## config.mk

```make
export PLATFORM = sky130hd
export DESIGN_NAME = xm_stage
export DESIGN_NICKNAME = d
export VERILOG_FILES = /design/src/rtl/xm_stage.sv
export SDC_FILE = /design/constraint.sdc
export NUM_CORES = 1
export LEC_CHECK = 0
export CORE_MARGIN = 1.5
export CORE_UTILIZATION = 30
export DETAILED_ROUTE_END_ITERATION = 8
export SYNTH_ARGS = -nofsm -noshare
export SYNTH_HDL_FRONTEND = slang
export SYNTH_SLANG_ARGS = --single-unit
```

## constraint.sdc

```tcl
create_clock -name clock -period 11.4 [get_ports clock]
set_input_delay 2.28 -clock clock [delete_from_list [all_inputs] [get_ports clock]]
set_output_delay 2.28 -clock clock [all_outputs]
set_load 0.02 [all_outputs]
```

## src/rtl/xm_stage.sv

```systemverilog
`default_nettype none
// ============================================================================
//  Module   : xm_stage
//  Purpose  : Execute->Memory boundary stage. Resolves bne/blt, optionally
//             rewrites overflowing arithmetic into an rstatus ($r30) write,
//             and buffers results in a 2-entry skid FIFO with a valid/ready
//             handshake toward the memory stage.
//  Options  : XM_OVF_EXCEPTION_EN - when defined, overflow on add/addi/sub
//             replaces the entry with rd=RSTAT_REG, result=code, wren=1.
//  Revision : 1.0 - initial release
// ============================================================================
module xm_stage #(
  parameter int DEPTH     = 2,
  parameter int RSTAT_REG = 30
) (
  input  logic        clock,
  input  logic        reset,
  input  logic        flush,
  input  logic        in_valid,
  output logic        in_ready,
  input  logic [4:0]  in_opcode,
  input  logic [4:0]  in_aluop,
  input  logic [4:0]  in_rd,
  input  logic [31:0] in_result,
  input  logic [31:0] in_stdata,
  input  logic        in_overflow,
  input  logic        in_ne,
  input  logic        in_lt,
  input  logic [31:0] in_target,
  output logic        out_valid,
  input  logic        out_ready,
  output logic [4:0]  out_opcode,
  output logic [4:0]  out_rd,
  output logic [31:0] out_result,
  output logic [31:0] out_stdata,
  output logic        out_wren,
  output logic        br_taken,
  output logic [31:0] br_target
);

  localparam logic [1:0] c_FULL     = 2'(DEPTH);
  localparam logic [4:0] c_RSTAT    = 5'(RSTAT_REG);
  localparam logic [4:0] c_OP_RTYPE = 5'b00000;
  localparam logic [4:0] c_OP_BNE   = 5'b00010;
  localparam logic [4:0] c_OP_ADDI  = 5'b00101;
  localparam logic [4:0] c_OP_BLT   = 5'b00110;
  localparam logic [4:0] c_OP_LW    = 5'b01000;
  localparam logic [4:0] c_ALU_ADD  = 5'b00000;
  localparam logic [4:0] c_ALU_SUB  = 5'b00001;

  // FIFO bookkeeping
  logic [1:0]  r_count;
  logic        r_rd_ptr;
  logic        r_wr_ptr;

  // FIFO storage (not reset; outputs are gated while empty)
  logic [4:0]  r_mem_opcode [2];
  logic [4:0]  r_mem_rd     [2];
  logic [31:0] r_mem_result [2];
  logic [31:0] r_mem_stdata [2];
  logic        r_mem_wren   [2];

  logic        r_br_taken;
  logic [31:0] r_br_target;

  logic        w_push;
  logic        w_pop;
  logic        w_is_branch;
  logic        w_br_cond;
  logic        w_wren_base;
  logic [4:0]  w_ent_rd;
  logic [31:0] w_ent_result;
  logic        w_ent_wren;

  // Handshake: in_ready depends only on registered occupancy
  assign in_ready  = (r_count != c_FULL);
  assign out_valid = (r_count != 2'd0);
  assign w_push    = in_valid & in_ready & ~flush;
  assign w_pop     = out_valid & out_ready;

  // Decode the incoming instruction: regfile write enable and branch condition
  always_comb begin
    w_wren_base = (in_opcode == c_OP_RTYPE) || (in_opcode == c_OP_ADDI) ||
                  (in_opcode == c_OP_LW);
    w_is_branch = (in_opcode == c_OP_BNE) || (in_opcode == c_OP_BLT);
    w_br_cond   = ((in_opcode == c_OP_BNE) && in_ne) ||
                  ((in_opcode == c_OP_BLT) && in_lt);
  end

`ifdef XM_OVF_EXCEPTION_EN
  logic [1:0] w_ovf_code;
  logic       w_exc;

  // Map overflowing add/addi/sub to an rstatus code; the ALU result is dropped
  always_comb begin
    w_ovf_code = 2'd0;
    if (in_opcode == c_OP_RTYPE && in_aluop == c_ALU_ADD)
      w_ovf_code = 2'd1;
    else if (in_opcode == c_OP_ADDI)
      w_ovf_code = 2'd2;
    else if (in_opcode == c_OP_RTYPE && in_aluop == c_ALU_SUB)
      w_ovf_code = 2'd3;
    w_exc        = in_overflow && (w_ovf_code != 2'd0);
    w_ent_rd     = w_exc ? c_RSTAT : in_rd;
    w_ent_result = w_exc ? {30'd0, w_ovf_code} : in_result;
    w_ent_wren   = w_exc | w_wren_base;
  end
`else
  // Overflow is ignored: fields pass through untouched
  logic w_unused;
  assign w_unused = ^{in_overflow, in_aluop, c_RSTAT, c_ALU_ADD, c_ALU_SUB};

  // Entry fields pass straight through
  always_comb begin
    w_ent_rd     = in_rd;
    w_ent_result = in_result;
    w_ent_wren   = w_wren_base;
  end
`endif

  // Occupancy and pointers; flush outranks push/pop
  always_ff @(posedge clock) begin
    if (reset || flush) begin
      r_count  <= 2'd0;
      r_rd_ptr <= 1'b0;
      r_wr_ptr <= 1'b0;
    end else begin
      if (w_push) r_wr_ptr <= ~r_wr_ptr;
      if (w_pop)  r_rd_ptr <= ~r_rd_ptr;
      case ({w_push, w_pop})
        2'b10:   r_count <= r_count + 2'd1;
        2'b01:   r_count <= r_count - 2'd1;
        default: r_count <= r_count;
      endcase
    end
  end

  // Write the accepted entry into the slot at the write pointer
  always_ff @(posedge clock) begin
    if (w_push && !reset) begin
      r_mem_opcode[r_wr_ptr] <= in_opcode;
      r_mem_rd[r_wr_ptr]     <= w_ent_rd;
      r_mem_result[r_wr_ptr] <= w_ent_result;
      r_mem_stdata[r_wr_ptr] <= in_stdata;
      r_mem_wren[r_wr_ptr]   <= w_ent_wren;
    end
  end

  // Branch resolution: one-cycle pulse on the push of a taken bne/blt
  always_ff @(posedge clock) begin
    if (reset) begin
      r_br_taken  <= 1'b0;
      r_br_target <= 32'd0;
    end else if (flush) begin
      r_br_taken  <= 1'b0;
    end else begin
      r_br_taken <= w_push & w_br_cond;
      if (w_push && w_is_branch) r_br_target <= in_target;
    end
  end

  assign br_taken  = r_br_taken;
  assign br_target = r_br_target;

  // Head-of-FIFO outputs, forced to zero while empty
  always_comb begin
    out_opcode = 5'd0;
    out_rd     = 5'd0;
    out_result = 32'd0;
    out_stdata = 32'd0;
    out_wren   = 1'b0;
    if (out_valid) begin
      out_opcode = r_mem_opcode[r_rd_ptr];
      out_rd     = r_mem_rd[r_rd_ptr];
      out_result = r_mem_result[r_rd_ptr];
      out_stdata = r_mem_stdata[r_rd_ptr];
      out_wren   = r_mem_wren[r_rd_ptr];
    end
  end

endmodule
`default_nettype wire

```

==> qor.csv, run 1 <==
metric;value;unit
CP max FO;57;
class of the worst hold path;reg2reg;
Worst slew margin;30.1;%
Setup-failing EPs final;0;
area occupied by multi-input gates;1970;um2
CP required;9120;ps
CTS resizes;0;
ANT nets after route;0;
Starting Density;30.4;%
outcome;finished, final reports clean;
Die Y;160;um
drc violations;0;
Yosys cell types;22;
num ports;229;
CP endpoint kind;output port;
total grt overflow;0;
antenna violations before repair;1;
clk sinks;188;
Post-Syn Nets;613;
Inserted Clock Buffers;17;
most frequent cells in the layout;222 x clkdlybuf4s50_1, 150 x edfxtp_1, 108 x mux2i_1;
total of max-cap violations;0;
maximum vdd drop;0.0000812;V
Tcrit/Tclk final;45.4;%
PD cells;137;nW/um2
RSZ-0062 raised after global routing;no;
Mapped Cells;493;
Clock Path Buffers;2;
post-synth top area share;61.2;%
DR pass1 iterations;4;
setup TNS;0;ps
type of the worst setup path;reg2out;
Worst path slowest cell;buf_4;
Routability Congestion;0.730;
Placed Cells;1020;
FP Rows;57;
Storage cell area;5270;um2
Syn Std Cell Area;7360;um2
Hold Vio Cnt, Final;0;
Avg WL per Cell;15.5;um
CP peak stage delay;860;ps
Worst EP arrival;2890;ps
vias in the first global route;4786;
via count;4557;
clk_lat worst skew;420;ps
post-synthesis sequential area ratio;71.6;%
root buf cell;clkbuf_16;
Yosys top cell by area;edfxtp_1;
drt total wl;16.3;mm
first-pass GRT wire length;25.9;mm
Fill cells;2202;
P_leak;0.00333;uW
register bit count reported by yosys;188;
Antenna diodes;0;
share of layout cells above drive strength 1;6.32;%
drt initial violations;178;
final max-slew violation count;0;
Worst Tran Pin Value;1050;ps
Startpoint Class;flop;
Post-synth EDFFs;150;
clock-pin slew on the worst setup and hold paths;70;ps
port bufs;222;
Post CTS Setup Buffer Count;0;
Chip Width;160;um
Tmin final;5170;ps
HPWL after detailed placement;10.8;mm
GRT Resource Usage Total;13.0;%
largest net degree at the start of global routing;77;
Die ar.;25500;um2
crit path cell chain;buf_4, mux2i_1, nor2_1, clkdlybuf4s50_1;
mean number of vias per cell;4.33;
mean post-synth cell area;14.9;um2
final cell count without fillers;1052;
top post-synthesis cells by area;edfxtp_1 61%, mux2i_1 15%, dfxtp_1 10%;
Layout area overhead;42.7;%
FFs w/ async S/R, synth;0;%
Worst Skew;12.6;ps
Final #Nets;835;
fmax;193;MHz
Main synth FF type;edfxtp_1;
synth warn;0;
TritonCTS clock tree;done;
commonest non-fill, non-tap cell in the layout;clkdlybuf4s50_1;
CTS Hold Bufs;0;
Core Box Area;24200;um2
H-Tree Level Count;4;
## final cells by class
cell class | instances | share of cell area [%]
inverter | 3 | 0.107
tap | 324 | 3.86
clock inverter | 13 | 1.19
clock buffer | 19 | 4.22
timing repair buffer | 230 | 21.7
multi-input combinational | 275 | 18.7
sequential | 188 | 50.2
## logic make-up after synthesis
logic type | Yosys count | synth area share (%)
DFF | 188 | 71.6
muxes | 108 | 14.7
AOI/OAI and AO/OA | 6 | 0.408
xor gates and xnor gates | 3 | 0.357
adders and majority gates | 1 | 0.170
and+or+nand+nor | 157 | 10.8
buffers and inverters | 30 | 1.97
## Yosys cell counts, drive strengths merged, types with 2 or more instances
library cell and n:
or3 2, inv 3, mux2i 108, a21oi 3, dfxtp 38, nor3 3, nor2b 2, clkbuf 16
nand2b 66, buf 11, o21ai 3, nor2 80, edfxtp 150, xor2 2
## critical path, delay by kind of cell (launching register included)
kind / cells / cell delay (ps)
buffers and inverters: 2 / 1480
flip-flops: 1 / 550
multiplexers: 1 / 250
AND/OR/NAND/NOR: 1 / 140
## path summary, 6_finish.rpt
path / to / start / slack [ps] / depth (start not counted)
worst max-delay path: out_result[31] / flop / 6230 / 4
worst min-delay path: br_target[12] / br_target[12] / 480 / 2
worst max register to register: r_mem_result[1][27] / r_count[0] / 9200 / 5
worst min register to register: br_target[12] / br_target[12] / 480 / 2
## state kept, by name, indices dropped and copies added, names as in the netlist, named ones only
signal / flops
r_mem_opcode: 10
r_count: 2
r_mem_wren: 2
r_wr_ptr: 1
r_mem_stdata: 64
r_rd_ptr: 1
br_taken: 1
br_target: 32
r_mem_result: 64
r_mem_rd: 10
## where the power goes
part | switching, uW | internal, uW | total, uW
Clock | 272 | 296 | 568
Sequential | 3.49 | 751 | 754
Combinational | 50.7 | 64.8 | 116
Total | 327 | 1110 | 1440
## metrics by stage
step	setup WS [ps]	cell area (um2)	hold slack, ps	power, uW	util, %
6_report	6230	10500	477	1440	43.4
5_1_grt	6010	10500	495	1500	43.4
3_5_place_dp	6600	9930	463	887	41.1
2_1_floorplan	2610	7360	466	816	-
4_1_cts	6140	10500	481	1460	43.4
3_3_place_gp	6610	9930	459	884	41.1
## per-layer routing
layer	vias to the layer above	track usage (%)	wire (um)
li1	2199	-	-
met1	2180	16.1	7200
met2	172	20.9	7490
met3	4	5.95	1550
met4	2	2.83	49
met5	-	0	10
Power figures use the tool's default switching activity.
==> run 2: changes to the inputs <==
==> constraint.sdc (replaced) <==
create_clock -name clock -period 4.15 [get_ports clock]
set_input_delay 0.83 -clock clock [delete_from_list [all_inputs] [get_ports clock]]
set_output_delay 0.83 -clock clock [all_outputs]
set_load 0.02 [all_outputs]
==> run 2 against run 1 <==
Compared with the run above:
- routed wire length fell by 0.85%
- hold slack worse by 1.1 ps
- critical path depth did not move
- clock-buffer cell count shrank 1
- combinational power increased to 2.8 times the previous value
- register-to-register slack worse by 7300 ps
- first-iteration DRC count shrank 7.9%
- critical path type unchanged
==> qor.csv, run 2 (synthesis gave the netlist of run 1 again) <==
metric;value;unit;change
mean number of vias per cell;4.32;;-0.26%
Post CTS Setup Buffer Count;0;;unchanged
H-Tree Level Count;4;;unchanged
total of max-cap violations;0;;unchanged
num ports;229;;unchanged
Tmin final;3350;ps;
P_leak;0.00334;uW;+0.38%
final instance area;10500;um2;+0.35%
R2R depth;5;;unchanged
Worst Tran Pin Value;781;ps;-268 ps
drc violations;0;;unchanged
Routability Congestion;0.739;;+1.3%
maximum vdd drop;0.000226;V;+180%
commonest non-fill, non-tap cell in the layout;clkdlybuf4s50_1;;
outcome;finished, final reports clean;;
TritonCTS clock tree;done;;
Worst slew margin;48.0;%;+18 points
Layout area overhead;43.2;%;
CP required;3320;ps;-5800 ps
Die Y;160;um;unchanged
ANT nets after route;0;;unchanged
Hold Vio Cnt, Final;0;;unchanged
port bufs;222;;unchanged
largest net degree at the start of global routing;76;;-1.3%
RSZ-0062 raised after global routing;no;;
drt total wl;16.2;mm;-0.85%
clk_lat worst skew;420;ps;about the same
most frequent cells in the layout;222 x clkdlybuf4s50_1, 150 x edfxtp_1, 108 x mux2i_1;;
Die ar.;25500;um2;unchanged
CTS Hold Bufs;0;;unchanged
Final #Nets;836;;+0.12%
Core Box Area;24200;um2;unchanged
Worst Skew;12.9;ps;+0.283 ps
drt initial violations;164;;-7.9%
post-layout util;43.6;%;+0.15 points
Starting Density;30.4;%;unchanged
worst setup margin;802;ps;-5430 ps
Worst EP arrival;2520;ps;-370 ps
setup TNS;0;ps;unchanged
fmax;299;MHz;
CP endpoint kind;output port;;
antenna violations before repair;2;;+1
vias in the first global route;4738;;-1.0%
Chip Width;160;um;unchanged
first-pass GRT wire length;25.4;mm;-1.9%
via count;4554;;-0.066%
final max-slew violation count;0;;unchanged
root buf cell;clkbuf_16;;
type of the worst setup path;reg2out;;
GRT Resource Usage Total;12.9;%;-0.090 points
dpl cell area;9980;um2;+0.45%
Clock Path Buffers;2;;unchanged
clk sinks;188;;unchanged
hold path cells;2;;unchanged
reg2reg setup slack;1940;ps;-7260 ps
PD cells;373;nW/um2;+170%
class of the worst hold path;reg2reg;;
CP max FO;32;;-44%
clock-pin slew on the worst setup and hold paths;70;ps;about the same
FP Rows;57;;unchanged
share of layout cells above drive strength 1;6.45;%;+0.13 points
Fill cells;2198;;-0.18%
Setup-failing EPs final;0;;unchanged
total grt overflow;0;;unchanged
Startpoint Class;flop;;
Tcrit/Tclk final;80.7;%;
Avg WL per Cell;15.3;um;-1.0%
DR pass1 iterations;4;;unchanged
CTS resizes;0;;unchanged
post-place setup slack;1080;ps;-5520 ps
HPWL after detailed placement;10.9;mm;+1.1%
Inserted Clock Buffers;17;;unchanged
## run 2: metal layers
layer	track usage [%]	part of all wire, %
met5	0	0.080
met4	4.46	1.2
met2	21.4	47
met3	5.48	9.5
met1	15.1	42
## run 2: final timing paths
check | from | end
max | r_count[0] | out_stdata[30]
min | br_target[26] | br_target[26]
max reg2reg | r_count[0] | r_mem_stdata[1][25]
min reg2reg | br_target[26] | br_target[26]
## run 2: worst max-delay path, cell delays in order, from the launching register on
cell and delay (ps):
dfxtp_1 380, nor2_4 590, buf_4 440, nor2_1 120
clkdlybuf4s50_1 550
## run 2: area by class of cell
type | instances | area (um2) | area share, %
inverters | 3 | 11.3 | 0.107
well taps | 324 | 405 | 3.85
clock inverters | 14 | 128 | 1.21
diodes | 1 | 2.50 | 0.0237
multi-input cells | 275 | 1980 | 18.8
repair buffers | 231 | 2310 | 22.0
clock buffers | 18 | 429 | 4.07
flip-flops and latches | 188 | 5270 | 50.0
## run 2: power by group
part | internal, uW | leakage, uW | switching, uW | total, uW
clock | 793 | 0.000278 | 744 | 1540
combinational | 180 | 0.00139 | 141 | 321
sequential | 2060 | 0.00167 | 9.97 | 2070
total | 3040 | 0.00334 | 894 | 3930
## run 2: metrics by stage
| step | total power [uW] | instances | hold WS, ps |
|---|---|---|---|
| after floorplan | 2240 | 493 | 472 |
| final | 3930 | 1054 | 476 |
| after global placement | 2430 | 1021 | 457 |
| after detailed placement | 2440 | 1021 | 465 |
| after global routing | 4080 | 1053 | 496 |
| after CTS | 3990 | 1053 | 478 |
==> run 3: changes to the inputs <==
==> constraint.sdc (replaced) <==
create_clock -name clock -period 2.8 [get_ports clock]
set_input_delay 0.56 -clock clock [delete_from_list [all_inputs] [get_ports clock]]
set_output_delay 0.56 -clock clock [all_outputs]
set_load 0.02 [all_outputs]
==> run 3 against run 2 <==
Compared with the run above:
- non-clock buffer count grew 3
- clock-buffer cell count stayed put
- clock power rose by 51%
- register-to-register slack got worse by 1100 ps
- global-route usage increased by 0.25 points
- die area did not move
- hold slack worse by 3.1 ps
- critical path depth unchanged
- clock skew rose by 2.6 ps
- flip-flop and latch count is the same
- cell count up 0.28%
- largest cell class unchanged
- highest routed layer is now met4
==> qor.csv, run 3 (synthesis gave the netlist of run 1 again) <==
metric;value;unit;change
outcome;finished, final reports clean;;
Chip Width;160;um;unchanged
PD cells;552;nW/um2;+48%
via count;4617;;+1.4%
first-pass GRT wire length;26.1;mm;+2.8%
clk sinks;188;;unchanged
Startpoint Class;flop;;
Hold Vio Cnt, Final;0;;unchanged
clk_lat worst skew;430;ps;about the same
Critical R2R Launch;r_count[1];;
fmax;383;MHz;
total grt overflow;0;;unchanged
Starting Density;30.4;%;unchanged
port bufs;222;;unchanged
Setup-failing EPs final;0;;unchanged
Worst Skew;15.5;ps;+2.60 ps
Core Box Area;24200;um2;unchanged
final max-slew violation count;0;;unchanged
Total Power;5890;uW;+50%
Placed Cells;1023;;+0.20%
worst setup margin;190;ps;-611 ps
start point of the critical path;r_count[0];;
RSZ-0062 raised after global routing;no;;
Worst Tran Pin Value;419;ps;-361 ps
Die ar.;25500;um2;unchanged
TritonCTS clock tree;done;;
largest net degree at the start of global routing;77;;+1.3%
CP endpoint kind;output port;;
CP max FO;76;;+140%
class of the worst hold path;reg2reg;;
drt total wl;16.5;mm;+2.3%
Clock Path Buffers;2;;unchanged
DR pass1 iterations;4;;unchanged
H-Tree Level Count;4;;unchanged
post-place setup slack;357;ps;-719 ps
ANT nets after route;0;;unchanged
drc violations;0;;unchanged
clock-pin slew on the worst setup and hold paths;80;ps;about the same
type of the worst setup path;reg2out;;
Routability Congestion;0.780;;+5.5%
share of layout cells above drive strength 1;7.10;%;+0.66 points
Tmin final;2610;ps;
num ports;229;;unchanged
Worst slew margin;72.0;%;+24 points
Post CTS Setup Buffer Count;1;;+1
FP Rows;57;;unchanged
most frequent cells in the layout;222 x clkdlybuf4s50_1, 150 x edfxtp_1, 108 x mux2i_1;;
drt initial violations;189;;+15%
mean number of vias per cell;4.37;;+1.1%
root buf cell;clkbuf_16;;
HPWL after detailed placement;11.0;mm;+1.1%
Avg WL per Cell;15.6;um;+2.0%
maximum vdd drop;0.000308;V;+36%
total of max-cap violations;0;;unchanged
Inserted Clock Buffers;17;;unchanged
CP required;2240;ps;-1080 ps
Die Y;160;um;unchanged
Layout area overhead;45.0;%;
Worst EP arrival;2050;ps;-470 ps
vias in the first global route;4948;;+4.4%
final cell count without fillers;1057;;+0.28%
commonest non-fill, non-tap cell in the layout;clkdlybuf4s50_1;;
CTS resizes;0;;unchanged
Final #Nets;839;;+0.36%
antenna violations before repair;1;;-1
P_leak;0.00340;uW;+1.7%
Hold Startpoint;br_target[1];;
CTS Hold Bufs;0;;unchanged
Tcrit/Tclk final;93.2;%;
GRT Resource Usage Total;13.2;%;+0.25 points
## run 3: changes by cell type in the layout (fill, tap and decap cells not counted), sizes merged
cell	previous run	this run
buf	9	12
## run 3: worst paths after layout
path,to,slack (ps),depth (start not counted)
worst max register to register,r_count[1],800,6
worst max-delay path,out_wren,190,4
worst min-delay path,br_target[1],470,2
worst min register to register,br_target[1],470,2
## run 3: where the power goes
part | total [uW] | switching (uW) | internal (uW)
registers | 3070 | 14.5 | 3060
logic | 485 | 212 | 273
clock network | 2330 | 1140 | 1190
total | 5890 | 1370 | 4520
## run 3: layer usage
| layer | share of wire (%) | track usage [%] | vias to the layer above |
|---|---|---|---|
| met5 | 0 | 0 | - |
| met1 | 44 | 16.2 | 2217 |
| met3 | 9.5 | 5.64 | 12 |
| met4 | 1.0 | 3.47 | 0 |
| met2 | 46 | 21.3 | 178 |
| li1 | - | - | 2210 |
## run 3: area by class of cell
class / instances / area (um2)
Antenna cell: 1 / 2.50
Clock buffer: 18 / 429
Clock inverter: 14 / 149
Fill cell: 2185 / 13500
Inverter: 3 / 11.3
Multi-Input combinational cell: 275 / 1990
Sequential cell: 188 / 5270
Tap cell: 324 / 405
Timing Repair Buffer: 234 / 2410
## run 3: worst max-delay path, cell delays in order, from the launching register on
cell             delay [ps]
dfxtp_1                 470
nor2_4                   70
buf_12                  230
nor2_1                  170
clkdlybuf4s50_1         680
## run 3: metrics by stage
| stage | hold WS, ps | cell area, um2 | util (%) | setup TNS [ps] |
|---|---|---|---|---|
| CTS | 479 | 10700 | 44.1 | 0 |
| floorplan | 472 | 7400 | - | -57120 |
| detailed placement | 462 | 10100 | 41.7 | 0 |
| finish | 472 | 10700 | 44.1 | 0 |
| global route | 494 | 10700 | 44.1 | 0 |
| global placement | 458 | 10100 | 41.7 | 0 |
